[src/rtl/lcd_panel_responder.sv]
`default_nettype none
// ============================================================================
// Module   : lcd_panel_responder
// Summary  : HD44780-style character panel model answering the e/rs/rw bus.
//            Optional e-width check enabled by LCD_RESP_TIMING_CHECK_EN.
// Revision : 1.0
// ============================================================================
module lcd_panel_responder #(
    parameter int CLK_FREQ = 45,
    parameter int POR_US   = 400,
    parameter int EXEC_US  = 40,
    parameter int CLEAR_US = 160,
    parameter int EMIN_US  = 5,
    parameter int CBITS    = 15
) (
    input  logic       clk,
    input  logic       rst_n,
    input  logic       e,
    input  logic       rs,
    input  logic       rw,
    input  logic [7:0] lcd_data,
    output logic [7:0] lcd_data_out,
    output logic       data_oe,
    output logic       busy_flag,
    output logic [6:0] addr,
    output logic       display_on,
    output logic       cursor_on,
    output logic       blink_on,
    output logic       inc_dec,
    output logic       shift_en,
    output logic       two_line,
    output logic       font_5x10,
    output logic       err,
    input  logic [6:0] dbg_idx,
    output logic [7:0] dbg_data
);

    localparam logic [CBITS-1:0] c_POR_CYC   = CBITS'(POR_US * CLK_FREQ);
    localparam logic [CBITS-1:0] c_EXEC_CYC  = CBITS'(EXEC_US * CLK_FREQ);
    localparam logic [CBITS-1:0] c_CLEAR_CYC = CBITS'(CLEAR_US * CLK_FREQ);
    localparam logic [6:0]       c_LAST_IDX  = 7'd79;

    typedef enum logic [1:0] {
        ST_POR  = 2'd0,
        ST_IDLE = 2'd1,
        ST_BUSY = 2'd2
    } state_t;

    state_t           r_state, w_state_nxt;
    logic [CBITS-1:0] r_cnt, w_cnt_nxt;
    logic             r_busy;

    logic             r_e_q, r_rs, r_rw;
    logic [7:0]       r_d;
    logic [6:0]       r_addr;
    logic             r_disp, r_cur, r_blink, r_inc, r_shift, r_two, r_font;
    logic             r_err, r_oe;
    logic [7:0]       r_dout;
    logic             r_fill_on;
    logic [6:0]       r_fill_idx;
    logic [7:0]       r_mem [0:79];

    logic             w_fall, w_width_ok, w_bf_rd, w_accept;
    logic             w_ins, w_wr_data, w_rd_data, w_do_clear, w_long, w_err_nxt;
    logic [6:0]       w_idx;
    logic             w_idx_ok;
    logic [7:0]       w_rd_byte;

    // Address counter stepping with the panel's line-wrap rules
    function automatic logic [6:0] f_step(input logic [6:0] a, input logic up,
                                          input logic two);
        if (two) begin
            if (up)
                return (a == 7'h27) ? 7'h40 : (a == 7'h67) ? 7'h00 : a + 7'd1;
            else
                return (a == 7'h40) ? 7'h27 : (a == 7'h00) ? 7'h67 : a - 7'd1;
        end else begin
            if (up)
                return (a == 7'h4F) ? 7'h00 : a + 7'd1;
            else
                return (a == 7'h00) ? 7'h4F : a - 7'd1;
        end
    endfunction

`ifdef LCD_RESP_TIMING_CHECK_EN
    localparam logic [CBITS-1:0] c_EMIN_CYC = CBITS'(EMIN_US * CLK_FREQ);
    logic [CBITS-1:0] r_ew;

    always_ff @(posedge clk) begin
        if (!rst_n) begin
            r_ew <= '0;
        end else if (e) begin
            if (r_ew != '1)
                r_ew <= r_ew + CBITS'(1);
        end else begin
            r_ew <= '0;
        end
    end

    assign w_width_ok = (r_ew >= c_EMIN_CYC);
`else
    logic w_unused_emin;
    assign w_unused_emin = |EMIN_US;
    assign w_width_ok    = 1'b1;
`endif

    assign w_fall     = r_e_q & ~e;
    assign w_bf_rd    = ~r_rs & r_rw;
    assign w_accept   = w_fall & w_width_ok & ~w_bf_rd & (r_state == ST_IDLE);
    assign w_ins      = w_accept & ~r_rs & ~r_rw;
    assign w_wr_data  = w_accept & r_rs & ~r_rw;
    assign w_rd_data  = w_accept & r_rs & r_rw;
    assign w_do_clear = w_ins & (r_d == 8'h01);
    assign w_long     = ~r_rs & ~r_rw & (r_d[7:2] == 6'd0) & (r_d[1:0] != 2'b00);
    assign w_err_nxt  = w_fall & (~w_width_ok | (~w_bf_rd & (r_state != ST_IDLE)));

    always_comb begin
        if (r_two) begin
            w_idx    = r_addr[6] ? (7'd40 + {1'b0, r_addr[5:0]}) : {1'b0, r_addr[5:0]};
            w_idx_ok = (r_addr[5:0] <= 6'h27);
        end else begin
            w_idx    = r_addr;
            w_idx_ok = (r_addr <= 7'h4F);
        end
    end

    assign w_rd_byte = w_idx_ok ? r_mem[w_idx] : 8'h20;
    assign dbg_data  = (dbg_idx <= c_LAST_IDX) ? r_mem[dbg_idx] : 8'h00;

    always_comb begin
        w_state_nxt = r_state;
        w_cnt_nxt   = r_cnt;
        case (r_state)
            ST_IDLE: begin
                if (w_accept) begin
                    w_state_nxt = ST_BUSY;
                    w_cnt_nxt   = w_long ? c_CLEAR_CYC : c_EXEC_CYC;
                end
            end
            ST_POR, ST_BUSY: begin
                if (r_cnt <= CBITS'(1)) begin
                    w_state_nxt = ST_IDLE;
                    w_cnt_nxt   = '0;
                end else begin
                    w_cnt_nxt   = r_cnt - CBITS'(1);
                end
            end
            default: begin
                w_state_nxt = ST_POR;
                w_cnt_nxt   = c_POR_CYC;
            end
        endcase
    end

    always_ff @(posedge clk) begin
        if (!rst_n) begin
            r_state <= ST_POR;
            r_cnt   <= c_POR_CYC;
            r_busy  <= 1'b1;
        end else begin
            r_state <= w_state_nxt;
            r_cnt   <= w_cnt_nxt;
            r_busy  <= (w_state_nxt != ST_IDLE);
        end
    end

    // Blank-fill engine shared by power-on and the clear instruction
    always_ff @(posedge clk) begin
        if (!rst_n) begin
            r_fill_on  <= 1'b1;
            r_fill_idx <= '0;
        end else if (w_do_clear) begin
            r_fill_on  <= 1'b1;
            r_fill_idx <= '0;
        end else if (r_fill_on) begin
            r_fill_on  <= (r_fill_idx != c_LAST_IDX);
            r_fill_idx <= r_fill_idx + 7'd1;
        end
    end

    always_ff @(posedge clk) begin
        if (rst_n) begin
            if (r_fill_on)
                r_mem[r_fill_idx] <= 8'h20;
            else if (w_wr_data && w_idx_ok)
                r_mem[w_idx] <= r_d;
        end
    end

    always_ff @(posedge clk) begin
        if (!rst_n) begin
            r_e_q   <= 1'b0;
            r_rs    <= 1'b0;
            r_rw    <= 1'b0;
            r_d     <= '0;
            r_addr  <= '0;
            r_disp  <= 1'b0;
            r_cur   <= 1'b0;
            r_blink <= 1'b0;
            r_inc   <= 1'b1;
            r_shift <= 1'b0;
            r_two   <= 1'b0;
            r_font  <= 1'b0;
            r_err   <= 1'b0;
            r_oe    <= 1'b0;
            r_dout  <= '0;
        end else begin
            r_e_q <= e;
            r_err <= w_err_nxt;
            if (e) begin
                r_rs <= rs;
                r_rw <= rw;
                r_d  <= lcd_data;
            end

            // Read data is driven from the second e-high cycle and held through the fall
            if (e && r_e_q && rw) begin
                if (!rs) begin
                    r_oe   <= 1'b1;
                    r_dout <= {r_busy, r_addr};
                end else if (r_state == ST_IDLE) begin
                    r_oe   <= 1'b1;
                    r_dout <= w_rd_byte;
                end else begin
                    r_oe   <= 1'b0;
                end
            end else if (!w_fall) begin
                r_oe <= 1'b0;
            end

            if (w_ins) begin
                casez (r_d)
                    8'b1???????: r_addr <= r_d[6:0];
                    8'b01??????: ;
                    8'b001?????: begin
                        r_two  <= r_d[3];
                        r_font <= r_d[2];
                    end
                    8'b0001????: begin
                        if (!r_d[3])
                            r_addr <= f_step(r_addr, r_d[2], r_two);
                    end
                    8'b00001???: begin
                        r_disp  <= r_d[2];
                        r_cur   <= r_d[1];
                        r_blink <= r_d[0];
                    end
                    8'b000001??: begin
                        r_inc   <= r_d[1];
                        r_shift <= r_d[0];
                    end
                    8'b0000001?: r_addr <= '0;
                    8'b00000001: begin
                        r_addr <= '0;
                        r_inc  <= 1'b1;
                    end
                    default: ;
                endcase
            end else if (w_wr_data || w_rd_data) begin
                r_addr <= f_step(r_addr, r_inc, r_two);
            end
        end
    end

    assign lcd_data_out = r_dout;
    assign data_oe      = r_oe;
    assign busy_flag    = r_busy;
    assign addr         = r_addr;
    assign display_on   = r_disp;
    assign cursor_on    = r_cur;
    assign blink_on     = r_blink;
    assign inc_dec      = r_inc;
    assign shift_en     = r_shift;
    assign two_line     = r_two;
    assign font_5x10    = r_font;
    assign err          = r_err;

endmodule
`default_nettype wire

[config.mk]
export PLATFORM = sky130hd
export DESIGN_NAME = lcd_panel_responder
export DESIGN_NICKNAME = d
export VERILOG_FILES = /design/src/rtl/lcd_panel_responder.sv
export SDC_FILE = /design/constraint.sdc
export NUM_CORES = 1
export LEC_CHECK = 0
export ABC_AREA = 1
export CELL_PAD_IN_SITES_DETAIL_PLACEMENT = 2
export CELL_PAD_IN_SITES_GLOBAL_PLACEMENT = 2
export CORE_MARGIN = 2
export CORE_UTILIZATION = 41
export DETAILED_ROUTE_END_ITERATION = 8
export HOLD_SLACK_MARGIN = 0.1
export PLACE_DENSITY_LB_ADDON = 0.2
export SETUP_SLACK_MARGIN = 0.4
export SLEW_MARGIN = 20
export SYNTH_ARGS = -nofsm -noshare
export SYNTH_HDL_FRONTEND = slang
export SYNTH_SLANG_ARGS = --single-unit
[constraint.sdc]
create_clock -name clk -period 5.7 [get_ports clk]
set_clock_uncertainty 0.15 [all_clocks]
set_input_delay 1.14 -clock clk [delete_from_list [all_inputs] [get_ports clk]]
set_output_delay 1.14 -clock clk [all_outputs]
set_load 0.02 [all_outputs]
Yosys cells after proc, flatten, opt, wreduce, memory -nomap -nowiden
Memory sizes are Yosys's and may differ from the RTL's. Index checks and enable logic that the tools add are counted.

$add $sub $neg: 5. Magnitude comparators: 4. Equality and inequality tests: 20. Multiplexer cells: 46. Bitwise logic cells: 20. Reduce and logical (&&, ||, !) cells: 20.

Operators with widths (count): $mux W7 (18); $mux W8 (5); $mux W15 (2); $pmux W15 S2 (1); $eq A7 B7 Y1 const B (3); $pmux W7 S3 (1); $and A1 B1 Y1 (15); $le A15 B1 Y1 const B (1); $sub A15 B1 Y15 const B (1); $add A7 B1 Y7 const B (2); $le A7 B7 Y1 const B (2); $mux W1 (14); $mux W13 (1); $reduce_and A2 Y1 (5); $eq A8 B1 Y1 const B (1); $ne A2 B1 Y1 const B (4); $reduce_or A8 Y1 (1); $add A6 B6 Y7 const A (1); $eq A7 B1 Y1 const B (1); $eq A7 B6 Y1 const B (1); $logic_not A7 Y1 (1); $ne A7 B7 Y1 const B (1); $sub A7 B1 Y7 const B (1); $eq A6 B1 Y1 const B (1); other kinds (20) (31).

Register bits after elaboration: 61. Memory bits (writable): 640. Bits of input ports: 20. Output and inout port bits: 33. Word-level logic and storage cells: 136. Memories: 1.

Memory list: r_mem (depth 80, bits a word 8, rd ports 2, clocked after Yosys merged registers in 0, write ports 1, RTL line 61) `logic [7:0] r_mem [0:79];`.

Longest topological paths before layout
Word-level depth: 14. Depth in mapped cells: 18. Mapped depth without buffers: 15.

Least setup slack after synthesis
No wires, ideal clock.

Path kind: in2reg. Start point: in e. End point: mem r_mem[0][0] (data pin). Data arrival time: 3.869 ns. Setup slack: 1.108 ns. Cell stages on the path: 8. Path buffers: 1. Cells stage by stage: nor2_1 > o21ai_1 > nor2_2 > inv_1 > nor3_2 > nand2_2 > buf_2 > nor2_1.

Longest elaborated chain between the ends: 13.

RTL lines: start, declared (RTL line 18) `input logic e,`; $not A1 Y1 (RTL line 107) `assign w_fall = r_e_q & ~e;`; $and A1 B1 Y1 (RTL line 107); $and A1 B1 Y1 (2 in series) (RTL line 109) `assign w_accept = w_fall & w_width_ok & ~w_bf_rd & (r_state == ST_IDLE);`; $and A1 B1 Y1 (2 in series) (RTL line 111) `assign w_wr_data = w_accept & r_rs & ~r_rw;`; $logic_and A1 B1 Y1 (RTL line 185) `else if (w_wr_data && w_idx_ok)`; $mux W1 (RTL line 185); $mux W1 (RTL line 183) `if (r_fill_on)`; $mux W1 (RTL line 182) `if (rst_n) begin`; $mux W1 (implied by the code) (RTL line 186) `r_mem[w_idx] <= r_d;`; $reduce_or A8 Y1 (no line); $mux W8 (no line); end, declared (RTL line 61).

No other way between the ends.

Worst setup path in the final report
Start point: in dbg_idx[0]. End point: out dbg_data[6].

Longest elaborated chain between the ends: 2. Elaborated cells between the ends (all ways): 3. Those cells by class: 1 x order compare; 1 x mux; 1 x memory.

RTL lines: start, declared (RTL line 34) `input logic [6:0] dbg_idx,`; $mem_v2 Z80 W8 / $le A7 B7 Y1 (equally long branches); $mux W8 (*) (RTL line 128) `assign dbg_data = (dbg_idx <= c_LAST_IDX) ? r_mem[dbg_idx] : 8'h00;`; end, declared (RTL line 35) `output logic [7:0] dbg_data`.

Every way passes the cells marked *; elsewhere a longest branch is shown, timed or not.

==> results.py <==
metrics = {
    "synthesis": {
        "synth_edf_count": 640,
        "syn_area_per_cell_um2": 9.193,
        "synth.area.top_cells": "edfxtp_1 54%, o21ai_0 9.0%, nor2_1 6.5%",
        "yosysSeqAreaShare_pct": 57.73,
        "yosys_register_bits": 701,
        "synth_top_area_cell": "edfxtp_1",
        "netlist_area_mm2": 0.03540,
        "synth_top_area_share_pct": 54.29,
        "syn-instance-count": 3851,
        "yosys_warnings": 0,
        "synthDistinctLibCells": 51,
        "syn-num-nets": 3880,
        "ys_async_sr_fraction_pct": 0,
        "ys.flop_type": "edfxtp_1",
    },
    "power": {
        "swShare_pct": 24.06,
        "power_mw": 11.77,
        "clkPwrFrac_pct": 46.2,
        "pwr_density_cell_mw_per_mm2": 288.6,
        "p_comb_share_pct": 6.5,
        "irDropWorstVdd_mv": 0.2395,
        "power_frac_seq_pct": 47.3,
        "intPower_mw": 8.941,
        "cellLeakagePower_nw": 14.82,
        "p_sw_mw": 2.833,
    },
    "cts": {
        "numCtsBuffers": 80,
        "cts_tree": "done",
        "holdBufCountCts": 0,
        "clk_pin_slew_ns": 0.06,
        "htreeDepth": 3,
        "post_cts_buffers": 0,
        "cts.path.max_buffers": 3,
        "root_buffer": "clkbuf_16",
        "insertion_delay_ns": 0.65,
        "cts_sinks": 701,
    },
    "timing": {
        "grt_setup_unrepaired": "true",
        "final-hold-violation-count": 0,
        "tightest_slew_ns": 1.142,
        "finalCriticalPeriod_ns": 5.457,
        "tns_ns": 0,
        "timing.final.crit_share_pct": 95.73,
        "setup_viol": 0,
        "final-max-slew-violation-count": 0,
        "fmax_mhz": 183.3,
        "relSlewSlack_pct": 23.85,
    },
    "floorplan": {
        "die_x_um": 297.9,
        "ios": 53,
        "initial_utilization_pct": 41.45,
        "die_y_um": 297.9,
        "design.core.area_mm2": 0.08541,
        "num_rows": 107,
        "dieArea_mm2": 0.08871,
    },
    "placed_design": {
        "portBuffers": 52,
        "dp_cells": 4930,
        "hpwl_mm": 98.05,
        "gp_congestion": 0.8955,
    },
    "detailed_routing": {
        "drt-vias-per-instance": 6.439,
        "wl_mm": 156.8,
        "route.detailed.drc": 0,
        "first_iter_violations": 3343,
        "vias": 32710,
        "drt-wirelength-per-cell_um": 30.86,
        "first_pass_iters": 5,
        "postRouteAntennaNets": 0,
    },
    "global_route": {
        "overflow": 0,
        "grt_pass1_wl_mm": 231.4,
        "track_usage_pct": 34.57,
        "grt_pass1_vias": 35160,
        "grt_max_degree": 231,
        "antenna_found_initial": 5,
    },
    "finish": {
        "finalNonFillerCells": 5080,
        "utilization_pct": 47.77,
        "area_growth_pct": 15.25,
        "layout.nets": 3900,
        "drive_gt1_share_pct": 9.123,
    },
    "setup_path": {
        "cp_cell_sequence": "buf_8 > buf_12 > o21ai_0 > o221ai_1 > nand3_1 > nand3_1 > nand3_1 > a31oi_4 > clkdlybuf4s50_1",
        "cp-start-kind": "input pin",
        "path_max_fanout": 91,
        "crit_type": "input pin to output pin",
        "cp.arrival_ns": 4.17,
        "worstPathRequired_ns": 4.41,
        "cp_top_family": "buffers and inverters",
        "worst-path-buf-inv": 3,
        "worstSetupEndpointType": "output pin",
        "crit_path_frequent_cell": "nand3_1",
        "worst_path_max_delay_cell": "clkdlybuf4s50_1",
        "max_stage_delay_ns": 0.66,
    },
    "worst_hold_path": {
        "hp-class": "flip-flop to flip-flop",
    },
    "job": {
        "max_cap_viol_count": 0,
    },
    "outcome": {
        "status": "completed",
    },
}
[timing repair]
action	4_1_cts	5_1_grt
gates cloned	0	2
endpoints found under the setup margin	7	6
resized for setup	13	11
[worst reg2reg max path, stage by stage (launching register included)]
cell and delay, ns:
dfxtp_4 0.84, nand2_1 0.28, nor2_4 0.21, nand3_4 0.16, nand4_1 0.15, nand2_1 0.12, clkinv_1 0.15, nand2_2 0.23
buf_4 0.31, nand2_1 0.11, o21ai_2 0.17, inv_2 0.26, nand4_2 0.64, nor2_1 0.44, buf_4 0.23
[registers in the layout (all words and copies together), names as in the netlist, 2 cells and up]
name and count:
lcd_data_out 8, r_d 8, r_state 2, r_fill_idx 7, r_cnt 15, addr 7, r_mem 640
[power groups by stage]
stage | sequential, mW | clock [mW] | combinational (mW)
6_report | 5.57 | 5.44 | 0.760
5_1_grt | 5.57 | 5.64 | 0.801
4_1_cts | 5.57 | 5.48 | 0.732
3_5_place_dp | 5.68 | 0 | 0.717
3_3_place_gp | 5.68 | 0 | 0.676
2_1_floorplan | 5.68 | 0 | 0.382
[stage by stage]
stage                     worst slack [ns]  instance area [um2]  hold WS, ns
after detailed placement           -0.1421                37940       0.3148
final                               0.2434                40800       0.3199
after global routing                0.3076                40800       0.3422
after global placement             0.09305                37940       0.2932
after floorplan                      1.108                35400       0.2911
after CTS                           0.4012                40690       0.3243
[per-layer routing]
metal | global-route usage [%] | share of wire (%) | vias up
met5 | 0 | 0.0083 | -
met4 | 16.67 | 4.9 | 2
met3 | 4.806 | 7.0 | 399
met2 | 58.47 | 49 | 1486
met1 | 43.66 | 39 | 17010
li1 | - | - | 13810
[final cells by class]
cell class / instances / area, um2
inverter: 245 / 935.9
clock inverter: 51 / 546.8
fill: 9037 / 44610
antenna: 1 / 2.502
tap: 1144 / 1431
timing repair buffer: 230 / 2241
clock buffer: 95 / 2132
multi-input combinational: 2613 / 13060
sequential: 701 / 20450
[synth_stat cells, types with 2 or more instances]
| cell | count |
|---|---|
| a21oi_1 | 251 |
| nand2_1 | 373 |
| inv_2 | 11 |
| o211ai_1 | 167 |
| nor2_1 | 616 |
| nor4_1 | 2 |
| inv_1 | 229 |
| clkinv_1 | 5 |
| a2bb2oi_1 | 3 |
| xor2_1 | 18 |
| nor3_1 | 8 |
| ha_1 | 9 |
| dfxtp_1 | 61 |
| nand4_1 | 7 |
| edfxtp_1 | 640 |
| o221ai_1 | 73 |
| o21ai_2 | 3 |
| nand4_2 | 8 |
| buf_1 | 19 |
| or2_2 | 4 |
| a211oi_1 | 2 |
| o2111ai_1 | 4 |
| nand3_1 | 361 |
| xnor2_1 | 3 |
| o31ai_1 | 3 |
| nor2_2 | 3 |
| buf_2 | 13 |
| o21ai_0 | 640 |
| o22ai_1 | 26 |
| clkbuf_1 | 258 |
| o21ai_1 | 6 |
| a31oi_1 | 6 |
[layout by cell type, fill, tap and decap left out, types with 6 or more instances in the layout]
master | netlist | final
o22ai_1 | 26 | 26
o21ai_1 | 6 | 6
nor2_1 | 616 | 607
edfxtp_1 | 640 | 640
clkinv_2 | 0 | 15
o211ai_1 | 167 | 167
clkinv_1 | 5 | 18
xor2_1 | 18 | 17
clkbuf_16 | 0 | 85
nand3_1 | 361 | 359
a21oi_1 | 251 | 250
ha_1 | 9 | 9
bufinv_16 | 0 | 11
dfxtp_1 | 61 | 58
o21ai_0 | 640 | 639
clkdlybuf4s50_1 | 0 | 45
clkbuf_1 | 258 | 11
nand4_1 | 7 | 7
buf_12 | 0 | 22
nor2_4 | 1 | 9
nor3_1 | 8 | 8
inv_2 | 11 | 10
buf_4 | 1 | 149
inv_1 | 229 | 228
nand2_1 | 373 | 373
o221ai_1 | 73 | 73
nand4_2 | 8 | 8
[path summary, 6_finish.rpt]
check	cells after the start	slack, ns	startpoint	end
setup / recovery	9	0.24	dbg_idx[0]	dbg_data[6]
hold reg to reg	2	0.32	font_5x10	font_5x10
setup reg to reg	14	1.00	addr[2]	r_mem[76][3]
hold / removal	2	0.32	font_5x10	font_5x10
[kinds of logic after synthesis]
logic type	share of synthesized area (%)
AO/OA/AOI/OAI	19.21
flip-flops	57.73
XOR/XNOR	0.5195
buffers and inverters	5.771
AND/OR/NAND/NOR	16.45
adder cells (fa/ha/maj)	0.3181
(Power assumes the default switching activity.)
